## src/rtl/example_if_pkg.sv

```systemverilog
// Shared types and constants for the example_if serial family.
// Line levels and the frame state encoding live here so the receiver can match them.
package example_if_pkg;

    typedef enum logic [1:0] {
        ST_IDLE  = 2'd0,
        ST_START = 2'd1,
        ST_DATA  = 2'd2,
        ST_STOP  = 2'd3
    } tx_state_e;

    localparam logic START_LEVEL = 1'b0;
    localparam logic STOP_LEVEL  = 1'b1;
    localparam logic IDLE_LEVEL  = 1'b1;

    // Counter width for a range of n values, never narrower than one bit.
    function automatic int cnt_width(input int n);
        return (n <= 1) ? 1 : $clog2(n);
    endfunction

endpackage

```

## src/rtl/example_if_bit_timer.sv

```systemverilog
// Bit-period counter: wraps 0..CLKS_PER_BIT-1 while enabled, tick on the last cycle.
// tick_next looks one cycle ahead so callers can register period-end outputs.
module example_if_bit_timer
    import example_if_pkg::*;
#(
    parameter int CLKS_PER_BIT = 4
) (
    input  logic clk,
    input  logic rst_n,
    input  logic clear,
    input  logic enable,
    output logic tick,
    output logic tick_next
);

    localparam int CW = cnt_width(CLKS_PER_BIT);
    localparam logic [CW-1:0] LAST = CW'(CLKS_PER_BIT - 1);

    logic [CW-1:0] cnt;
    logic [CW-1:0] cnt_d;

    always_comb begin
        cnt_d = cnt;
        if (clear) begin
            cnt_d = '0;
        end else if (enable) begin
            cnt_d = (cnt == LAST) ? '0 : cnt + CW'(1);
        end
    end

    assign tick      = enable && (cnt == LAST);
    assign tick_next = (cnt_d == LAST);

    always_ff @(posedge clk or negedge rst_n) begin
        if (!rst_n) begin
            cnt <= '0;
        end else begin
            cnt <= cnt_d;
        end
    end

endmodule

```

## src/rtl/example_if_serial_tx.sv

```systemverilog
// Parallel-in serial-out transmitter: start bit, WIDTH data bits MSB first, stop bit.
// data_out, busy and done are registered from the next-state values.
module example_if_serial_tx
    import example_if_pkg::*;
#(
    parameter int WIDTH        = 4,
    parameter int CLKS_PER_BIT = 4
) (
    input  logic             clk,
    input  logic             rst_n,
    input  logic [WIDTH-1:0] in_data,
    input  logic             in_valid,
    output logic             in_ready,
    output logic             data_out,
    output logic             busy,
    output logic             done
);

    localparam int BW = cnt_width(WIDTH);
    localparam logic [BW-1:0] LAST_BIT = BW'(WIDTH - 1);

    tx_state_e        state;
    tx_state_e        state_d;
    logic [WIDTH-1:0] shift_reg;
    logic [WIDTH-1:0] shift_d;
    logic [BW-1:0]    bit_cnt;
    logic [BW-1:0]    bit_cnt_d;
    logic             tick;
    logic             tick_next;
    logic             accept;
    logic             data_out_d;
    logic             busy_d;
    logic             done_d;

    assign in_ready = (state == ST_IDLE);
    assign accept   = in_valid && in_ready;

    example_if_bit_timer #(
        .CLKS_PER_BIT(CLKS_PER_BIT)
    ) u_bit_timer (
        .clk      (clk),
        .rst_n    (rst_n),
        .clear    (state == ST_IDLE),
        .enable   (state != ST_IDLE),
        .tick     (tick),
        .tick_next(tick_next)
    );

    always_comb begin
        state_d   = state;
        shift_d   = shift_reg;
        bit_cnt_d = bit_cnt;
        case (state)
            ST_IDLE: begin
                if (accept) begin
                    state_d   = ST_START;
                    shift_d   = in_data;
                    bit_cnt_d = '0;
                end
            end
            ST_START: begin
                if (tick) begin
                    state_d = ST_DATA;
                end
            end
            ST_DATA: begin
                if (tick) begin
                    shift_d = shift_reg << 1;
                    if (bit_cnt == LAST_BIT) begin
                        state_d = ST_STOP;
                    end else begin
                        bit_cnt_d = bit_cnt + BW'(1);
                    end
                end
            end
            ST_STOP: begin
                if (tick) begin
                    state_d = ST_IDLE;
                end
            end
            default: state_d = ST_IDLE;
        endcase
    end

    // Output levels follow the state we are about to enter, keeping them registered.
    always_comb begin
        data_out_d = IDLE_LEVEL;
        case (state_d)
            ST_START: data_out_d = START_LEVEL;
            ST_DATA:  data_out_d = shift_d[WIDTH-1];
            ST_STOP:  data_out_d = STOP_LEVEL;
            default:  data_out_d = IDLE_LEVEL;
        endcase
        busy_d = (state_d != ST_IDLE);
        done_d = (state_d == ST_STOP) && tick_next;
    end

    always_ff @(posedge clk or negedge rst_n) begin
        if (!rst_n) begin
            state     <= ST_IDLE;
            shift_reg <= '0;
            bit_cnt   <= '0;
            data_out  <= IDLE_LEVEL;
            busy      <= 1'b0;
            done      <= 1'b0;
        end else begin
            state     <= state_d;
            shift_reg <= shift_d;
            bit_cnt   <= bit_cnt_d;
            data_out  <= data_out_d;
            busy      <= busy_d;
            done      <= done_d;
        end
    end

endmodule

```

## config.mk

```make
export PLATFORM = sky130hd
export DESIGN_NAME = example_if_serial_tx
export DESIGN_NICKNAME = d
export VERILOG_FILES = /design/src/rtl/example_if_pkg.sv /design/src/rtl/example_if_bit_timer.sv /design/src/rtl/example_if_serial_tx.sv
export SDC_FILE = /design/constraint.sdc
export NUM_CORES = 1
export LEC_CHECK = 0
export CORE_AREA = 2 2 39 41
export CTS_BUF_LIST = sky130_fd_sc_hd__clkbuf_8
export DETAILED_ROUTE_END_ITERATION = 8
export DIE_AREA = 0 0 41 43
export PLACE_DENSITY = 0.75
export REMOVE_ABC_BUFFERS = 1
export SKIP_LAST_GASP = 1
export SYNTH_ARGS = -nofsm -noshare
export SYNTH_HDL_FRONTEND = slang
export SYNTH_HIERARCHICAL = 1
export SYNTH_SLANG_ARGS = --single-unit
```

## constraint.sdc

```tcl
create_clock -name clk -period 2.2 [get_ports clk]
set_clock_uncertainty 0.1 [all_clocks]
set_input_delay 0.44 -clock clk [delete_from_list [all_inputs] [get_ports clk]]
set_output_delay 0.44 -clock clk [all_outputs]
set_load 0.005 [all_outputs]
```

* Yosys cells after proc, flatten, opt, wreduce, memory -nomap -nowiden
Cells that the tools add are included.
** Word-level totals
- Flip-flop bits (word level) :: 13
- Bits of input ports :: 7
- Output and inout port bits :: 4
- Logic and storage cells :: 48
** Operators by class
- Add/sub/neg operators :: 2
- Equal/unequal tests :: 12
- Mux-type cells :: 17
- Reductions and logical operators :: 9
** Operators by type and width (number)
- $mux 2 :: 11
- $eq 2x2->1 const B :: 7
- $mux 4 :: 2
- $pmux 2 s4 :: 1
- $pmux 4 s2 :: 1
- $reduce_bool 2->1 :: 3
- $add 2x1->2 const B :: 2
- $eq 2x1->1 const B :: 2
- $ne 2x2->1 const B :: 2
- $pmux 2 s2 :: 1
- $reduce_and 4->1 :: 1
- $logic_and 1x1->1 :: 3
- $reduce_and 3->1 :: 1
- $logic_not 2->1 :: 1
- $ne 2x1->1 const B :: 1
- $pmux 1 s2 :: 1

* Depth between registers and ports, before layout
- Depth after elaboration :: 6
- Mapped depth :: 7
- Gate-level depth less buffers :: 6

* By module
Netlist, hierarchy kept.
** By module, submodules not included
- example_if_serial_tx :: times used 1, cells each 51, area each 555.5 sq um, seq. area each 276.5 sq um
- example_if_bit_timer :: times used 1, cells each 12, area each 130.1 sq um, seq. area each 50.0 sq um

* Worst setup path before layout
Ideal clock, no wire load.
- Path type :: register -> register
- Start point :: register state[0]
- End point :: register bit_cnt[1]
- Setup time :: 0.124 ns
- Data arrival time :: 1.489 ns
- Required time :: 1.976 ns
- Setup slack :: 0.487 ns
- Stages on the path, launching flop included :: 8
- Period minus slack after synthesis :: 1.713 ns
- Cell sequence :: dfrtp_1 -> buf_2 -> inv_4 -> nand2_1 -> and2_1 -> and2_4 -> o21ai_4 -> a211o_1
** On the way
- Cells in the longest elaborated chain, start to end :: 4
- Elaborated cells between the ends (all ways) :: 11
- Classes of those cells :: eq/ne: 4; mux: 1; reduce/logical: 6
** Ends and longest elaborated chain
- start: declaration :: line example_if_serial_tx.sv:22 : tx_state_e state;
- start signal: assignment :: line example_if_serial_tx.sv:107 : state <= state_d;
- $reduce_bool 2->1 :: line example_if_serial_tx.sv:44 : .enable (state != ST_IDLE),
- $logic_and 1x1->1 :: line example_if_bit_timer.sv:31 : assign tick = enable && (cnt == LAST);
- net tick :: line example_if_serial_tx.sv:28 : logic tick;
- $ne 2x2->1 (no source line)
- $reduce_and 4->1 (no source line)
- end signal: assignment :: line example_if_serial_tx.sv:109 : bit_cnt <= bit_cnt_d;
- end: declaration :: line example_if_serial_tx.sv:26 : logic [BW-1:0] bit_cnt;
The timed path passes the listed nets, and every way through them passes these cells.
A chain may end at the register's enable or synchronous reset.

* Worst setup path in the final report
- Start point :: register state[0]
- End point :: output in_ready
** On the way
- Cells in the longest elaborated chain, start to end :: 1
** Ends and longest elaborated chain
- $logic_not 2->1 :: line example_if_serial_tx.sv:35 : assign in_ready = (state == ST_IDLE);
- end: declaration :: line example_if_serial_tx.sv:13 : output logic in_ready,
No other way between the ends.

==> metrics.yaml <==
drt:
  drt_pre_antenna_iters: 4
  top_layer_used: "met4"
  viasPerCell: 6.09
  vias: 560
  drc_errors: 0
  dr_wl_met2_um: 631
  drt_iter0_drc: 28
  routed_wl_mm: 1.35
  ant_nets: 0
  drt-met1-wl_um: 623
  met3_length_um: 62
  wl_per_cell_um: 14.7
layout:
  final_area_um2: 850
  fin_nets: 86
  drive_above_1_share_pct: 17.1
  largest_reg_flops: 4
  diodes: 0
  area.growth.synth_to_final_pct: 23.9
pwr:
  p_leak_nw: 0.382
  p_total_mw: 1.20
  p_int_mw: 0.762
  switchingPower_mw: 0.443
  ir_drop_mv: 0.659
  power.density_nw_per_um2: 1420
  p_seq_share_pct: 38.0
  switching_share_pct: 36.8
  power_frac_comb_pct: 44.6
  power_frac_clock_pct: 17.4
logic_synthesis:
  synth_edf_count: 0
  synthFlopType: "dfrtp_1"
  syn_inst: 63
  yosys.area_share.simple_pct: 20.3
  synth_top_cell_area_share_pct: 43.8
  async_flop_share_pct: 100
  synth_cell_types: 31
  synthAdderAreaFrac_pct: 3.65
  synth_top_family_by_area: "compound AO/OA/AOI/OAI gates"
  syn_area_per_cell_um2: 10.9
  ys_seq_elements: 13
  yosys_warnings: 6
  synth_top_area_cell: "dfrtp_1"
  yosysSeqAreaShare_pct: 47.6
  synth.area.top_cells: "dfrtp_1, dfstp_2, o2bb2ai_1, ha_1, a22oi_1"
  synth-compound-area-share_pct: 20.4
  synth.mux.area_fraction_pct: 2.92
  yosys.area_share.xor_xnor_pct: 1.28
  synth_area_um2: 686
timing:
  setup_viol: 0
  finalWorstSetupSlack_ns: 0.104
  max_freq_mhz: 477
  worst_pin_slew_ns: 0.588
  fin_crit_sh_pct: 95.3
  tns_ns: 0
  period_needed_ns: 2.10
  slew_headroom_pct: 60.7
  slew_viol_final: 0
  rsz0062_at_grt: "no"
  hold_viol: 0
  hold_ws_ns: 0.416
worst_setup_path:
  worstPathArrival_ns: 1.56
  crit_family: "buffers and inverters"
  worstSetupStartpointType: "register"
  crit_type: "reg2out"
  cp_max_fo: 9
  crit_path_top_delay_cell: "clkdlybuf4s50_1"
  critPathCaptureType: "primary output"
  reg2reg_slack_ns: 0.39
  r2r_cells: 6
  worstPathCellList: "inv_4, nand2_2, inv_2, clkdlybuf4s50_1"
  worstReg2RegEnd: "bit_cnt[1]"
  path_buf_inv: 3
  cpPeakStageDelay_ns: 0.50
  r2r-start: "state[0]"
  critical_path_required_ns: 1.66
clock_network:
  clkLatencyLatePin_ns: 0.25
  cts_max_level: 1
  cts_sinks: 13
  cts_root_buffer: "clkbuf_8"
  cts-hold-fix-buffers: 0
  tritoncts: "yes"
  clk_pin_slew_worst_paths_ns: 0.05
  cts_buffer_depth: 2
  cts_buffers: 3
min_path:
  hold_path.class: "reg2reg"
  min_from: "shift_reg[0]"
  hold_depth: 1
  hold_end: "shift_reg[0]"
global_route:
  grt_max_degree: 14
  grt_pass1_vias: 504
  grtUsageTotal_pct: 19.5
  gr-total-overflow: 0
  antenna_found_initial: 0
  grt_pass1_wl_mm: 2.30
place:
  dpl_worst_slack_ns: 0.221
  placed_cell_area_um2: 801
  place_congestion: 0.854
  dp_hpwl_um: 953
  portBuffers: 10
run:
  maxCapViolCount: 0
floorplan:
  die_area_um2: 1760
  start_util_pct: 49.5
  die_y_um: 43
  core_um2: 1380
  rows: 14
  io_pins: 11
  die_w_um: 41
run_status:
  status: "completed"
## timing repair
action / 4_1_cts / 5_1_grt
hold endpoints to repair: 0 / 0
resized for setup: 2 / 1
buffers inserted: 0 / 0
endpoints found under the setup margin: 1 / 1
pin swaps: 0 / 0
## worst register-to-register path, stage by stage (launching register included)
cell and delay, ns:
dfrtp_2 0.46, inv_4 0.08, nand2_2 0.14, and2_1 0.31
and2_4 0.23, o21ai_4 0.08, a211o_1 0.30
## synthesized netlist by cell type, types with 2 or more instances
cell type / number
a21oi_1: 2
ha_1: 2
dfrtp_1: 12
nand3b_1: 2
nand2b_1: 3
o21ai_1: 3
nand2_1: 4
nor2_1: 3
a22oi_1: 3
mux2i_1: 2
inv_1: 2
and3_1: 3
o221ai_1: 2
o2bb2ai_1: 3
## cell type report
| cell class | count | area, um^2 |
|---|---|---|
| fillers | 119 | 534 |
| clock inverters | 1 | 3.75 |
| multi-input cells | 45 | 335 |
| flip-flops and latches | 13 | 328 |
| clock buffers | 3 | 41.3 |
| inverters | 3 | 13.8 |
| well taps | 16 | 20.0 |
| repair buffers | 11 | 108 |
## worst max-delay path by stage
stage,start,to,slack (ns),cells after the start
floorplan,state[0],bit_cnt[1],0.47,6
global placement,state[0],in_ready,0.27,4
detailed placement,state[0],in_ready,0.22,4
CTS,state[0],in_ready,0.02,4
global route,state[0],in_ready,0.02,4
finish,state[0],in_ready,0.10,4
## power by group through the flow
stage                     logic, mW  clock network, mW  registers, mW
after floorplan               0.346                  0          0.449
after global placement        0.511                  0          0.451
after detailed placement      0.527                  0          0.456
after CTS                     0.532              0.216          0.455
after global routing          0.603              0.235          0.471
final                         0.538              0.210          0.457
## kinds of logic after synthesis
family | count (synthesis)
compound gates | 18
xor+xnor | 1
buf+inv | 5
mux | 2
simple gates | 22
flops | 13
fa+ha+maj | 2
## cell usage in the layout, fill, tap and decap left out, drive strengths merged, types with 3 or more instances in the layout
master / instances
a21oi: 3
a22oi: 3
and3: 3
clkbuf: 3
clkdlybuf4s50: 10
dfrtp: 12
inv: 4
nand2: 4
nand2b: 3
nor2: 3
o21ai: 5
o2bb2ai: 3
## through the flow
stage / utilization (%) / instances
4_1_cts: 61.2 / 92
3_3_place_gp: 57.9 / 88
5_1_grt: 61.4 / 92
6_report: 61.4 / 92
2_1_floorplan: - / 61
3_5_place_dp: 57.9 / 88
## per-layer routing
metal	vias to the layer above	global-route usage (%)
met4	0	10.0
met2	14	27.2
met3	5	3.14
li1	257	-
met5	-	0
met1	284	28.1
No activity file was read; power rests on OpenSTA's default activity.
